`config.mk`:
```
export PLATFORM = sky130hd
export DESIGN_NAME = alu16b
export DESIGN_NICKNAME = d
export VERILOG_FILES = /design/src/rtl/alu16b.sv
export SDC_FILE = /design/constraint.sdc
export NUM_CORES = 1
export LEC_CHECK = 0
export CELL_PAD_IN_SITES_DETAIL_PLACEMENT = 1
export CELL_PAD_IN_SITES_GLOBAL_PLACEMENT = 1
export CORE_AREA = 2 2 123 125
export DETAILED_ROUTE_END_ITERATION = 7
export DIE_AREA = 0 0 125 127
export PLACE_DENSITY = 0.95
export SLEW_MARGIN = 15
export SYNTH_ARGS = -nofsm -noshare
export SYNTH_HDL_FRONTEND = slang
export SYNTH_SLANG_ARGS = --single-unit
```
`constraint.sdc`:
```
create_clock -name vclk -period 21.9
set_clock_uncertainty 0.1 [all_clocks]
set_input_delay 4.38 -clock vclk [all_inputs]
set_output_delay 4.38 -clock vclk [all_outputs]
set_load 0.02 [all_outputs]
```
`src/rtl/alu16b.sv`:
```
// 16-bit execute-stage ALU with per-operand negate/invert conditioning and Z/GZ/C flags.
// Define ALU_OUT_REG_EN to register all outputs (1-cycle latency, async active-low rst).
module alu16b (
    output logic [15:0] out,
    output logic        cOut,
    output logic        zero,
    output logic        gZero,
    input  logic [15:0] in1,
    input  logic [15:0] in2,
    input  logic [3:0]  op,
    input  logic        neg1,
    input  logic        neg2,
    input  logic        clk,
    input  logic        rst
);

    logic [15:0] opa;
    logic [15:0] opb;
    logic [4:0]  shamt;
    logic [4:0]  shamt_inv;
    logic [15:0] rev_a;
    logic [15:0] result_d;
    logic        carry_d;
    logic        zero_d;
    logic        gzero_d;

    assign opa       = neg1 ? (~in1 + 16'd1) : in1;
    assign opb       = neg2 ? ~in2 : in2;
    assign shamt     = {1'b0, opb[3:0]};
    // A shift by 16 (when shamt is 0) yields zero, so rotates by 0 return A unchanged.
    assign shamt_inv = 5'd16 - shamt;

    always_comb begin
        rev_a = '0;
        for (int i = 0; i < 16; i++) begin
            rev_a[i] = opa[15-i];
        end
    end

    always_comb begin
        result_d = '0;
        carry_d  = 1'b0;
        casez (op)
            4'b0000: result_d = opa << shamt;
            4'b0001: result_d = opa >> shamt;
            4'b0010: result_d = (opa << shamt) | (opa >> shamt_inv);
            4'b0011: result_d = (opa >> shamt) | (opa << shamt_inv);
            4'b0100: {carry_d, result_d} = {1'b0, opa} + {1'b0, opb};
            4'b0101: result_d = opa & opb;
            4'b0110: result_d = opa ^ opb;
            4'b0111: result_d = opa | opb;
            4'b10??: result_d = rev_a;
            4'b11??: result_d = {opa[7:0], opb[7:0]};
            default: result_d = '0;
        endcase
    end

    assign zero_d  = (result_d == 16'h0000);
    assign gzero_d = ~result_d[15] & ~zero_d;

`ifdef ALU_OUT_REG_EN
    logic [15:0] out_q;
    logic        cout_q;
    logic        zero_q;
    logic        gzero_q;

    // Reset value reflects out=0, so zero is 1 while in reset.
    always_ff @(posedge clk or negedge rst) begin
        if (!rst) begin
            out_q   <= 16'h0000;
            cout_q  <= 1'b0;
            zero_q  <= 1'b1;
            gzero_q <= 1'b0;
        end else begin
            out_q   <= result_d;
            cout_q  <= carry_d;
            zero_q  <= zero_d;
            gzero_q <= gzero_d;
        end
    end

    assign out   = out_q;
    assign cOut  = cout_q;
    assign zero  = zero_q;
    assign gZero = gzero_q;
`else
    logic unused_clk_rst;
    assign unused_clk_rst = &{1'b0, clk, rst};

    assign out   = result_d;
    assign cOut  = carry_d;
    assign zero  = zero_d;
    assign gZero = gzero_d;
`endif

endmodule

```
==> results.toml <==
[detailed_routing]
viasPerCell = 8.20
routed_wl_um = 42000
vias = 10300
drc = 0
ant_nets = 0
routedWlPerCell_um = 33.5
drt_iter0_drc = 1974
dr.pass1.iters = 7

[cts]
cts_resized = 0
cts-hold-fix-buffers = 0
post-cts-setup-buffer-count = 0

[floorplan]
die_width_um = 125
initial_core_util = 0.466
die_y_um = 127
rows = 44
ioPinCount = 59
design.core.area_um2 = 14400
dieArea_um2 = 15900

[critical_path]
crit_required_ns = 17.42
worstPathMaxFanout = 12
critPathSlowestCell = "clkdlybuf4s50_1"
crit_chain = "clkdlybuf4s50_1 -> inv_1 -> ha_1 -> or3b_1 -> o211ai_1 -> and2_1 -> inv_1 -> ha_1 -> a21oi_1 -> o211ai_1 -> a221oi_1 -> o21ai_0 -> a31o_2 -> a2111oi_0 -> o211a_1 -> a21oi_1 -> nand4bb_1 -> nor3_1 -> clkdlybuf4s50_1"
cp_slowest_stage_delay_ns = 0.80
worstSetupEndpointType = "output pin"
arrival_ns = 11.74
critPathKind = "primary input to output pin"
start_kind = "primary input"

[global_routing]
grt_max_degree = 55
grt_first_pass_wirelength_um = 62300
antenna_found_initial = 1
overflow = 0
grt_pass1_vias = 9785
grt_util_all_layers = 0.506

[min_path]
hold_class = "primary input to output pin"

[yosys]
ys_seq_area_frac = 0
syn_area_um2 = 6720
yosysWarnings = 0
avgSynthCellArea_um2 = 6.29
synthCells = 1068
synth_nets = 1144
synth.distinct_cells = 91

[timing]
slew_violations = 0
setup_viol = 0
period_needed_ns = 16.22
hold_violations = 0
tightest_slew_ns = 1.15
slew_headroom = 0.225
post-route-period-util = 0.741
setup_tns_ns = 0
rsz0062_at_grt = "false"
fmax_ghz = 0.0616

[outcome]
outcome = "completed"

[cells_and_area]
synthToLayoutAreaGrowth_pct = 10.4
seq_area_um2 = 0
finalNetCount = 1150
clkbuf_count = 0
final_cell_mix = "nand2_1, nor2_1, a21oi_1"
layout_commonest_cell = "nand2_1"
diodes = 0
drive_above_1_share = 0.0700
seq_cells = 0
fin_cells = 1256

[place]
hpwl_um = 31700
place_inst = 1256
port-buffer-count = 57
gp_congestion = 1.17

[power_and_ir_drop]
leakage_nw = 2.63
powerDensity_nw_per_um2 = 45.3
peakVddDrop_mv = 0.0317

[run]
maxCapViolCount = 0
## through the flow
| step | area (um2) | setup WS [ns] | hold slack [ns] | utilization | power, mW |
|---|---|---|---|---|---|
| 6_report | 7420 | 5.68 | 10.16 | 0.514 | 0.336 |
| 5_1_grt | 7420 | 5.54 | 10.21 | 0.514 | 0.344 |
| 4_1_cts | 7420 | 6.04 | 10.15 | 0.514 | 0.315 |
| 3_5_place_dp | 7420 | 6.06 | 10.15 | 0.514 | 0.313 |
| 3_3_place_gp | 7420 | 6.31 | 10.09 | 0.514 | 0.306 |
| 2_1_floorplan | 6720 | 8.35 | 9.02 | - | 0.195 |
## worst max-delay path, delay by kind of cell
kind / cells / cell delay [ns]
AND/OR/NAND/NOR: 4 / 1.42
buffers and inverters: 4 / 2.01
AO/OA/AOI/OAI: 9 / 3.24
adder cells (fa/ha/maj): 2 / 0.69
## final cells by class
| class | instances | area, um2 |
|---|---|---|
| Fill cell | 1967 | 7010 |
| Inverter | 56 | 210 |
| Multi-Input combinational cell | 925 | 6160 |
| Tap cell | 184 | 230 |
| Timing Repair Buffer | 91 | 821 |
## synth_stat cells (all sizes together), types with 9 or more instances
cell	number	area, um2
clkbuf	63	238
nor2	89	334
and2	16	100
a221oi	22	193
nand2b	13	81.3
nand3	53	265
buf	24	134
a21oi	72	360
a2111oi	16	163
a31oi	24	150
nor3	36	180
xor2	23	209
o31ai	9	72.6
inv	50	188
o221ai	11	96.3
o21ai	61	309
a22oi	10	75.1
xnor2	10	87.6
nor2b	28	175
nand4	15	93.8
o22ai	27	169
a211oi	24	180
nand2	115	439
a311oi	9	78.8
o211ai	29	218
nor4	10	62.6
ha	35	438
## power breakdown
group | total [mW] | internal (mW) | switching, mW
clock network | 0 | 0 | 0
logic | 0.336 | 0.104 | 0.232
registers | 0 | 0 | 0
total | 0.336 | 0.104 | 0.232
## cells by family (layout without fill, tap and decap cells)
family	Yosys count	count (layout)	share of synthesized area
xor+xnor	35	35	0.0510
mux	16	16	0.0320
simple gates	420	420	0.309
fa+ha+maj	36	36	0.0681
compound gates	418	418	0.454
buf+inv	143	147	0.0866
## final timing paths
kind	from	cells past startpoint	slack, ns	end
worst min-delay path	in2[15]	6	10.16	cOut
worst max-delay path	in1[0]	19	5.68	zero
## metal layers
| metal | GRT usage | part of all wire | up-vias |
|---|---|---|---|
| met2 | 0.747 | 0.40 | 996 |
| met4 | 0.332 | 0.089 | 0 |
| met3 | 0.145 | 0.14 | 314 |
| met5 | 0 | 0 | - |
| li1 | - | - | 4179 |
| met1 | 0.642 | 0.36 | 4813 |
No activity file was read; power rests on OpenSTA's default activity.
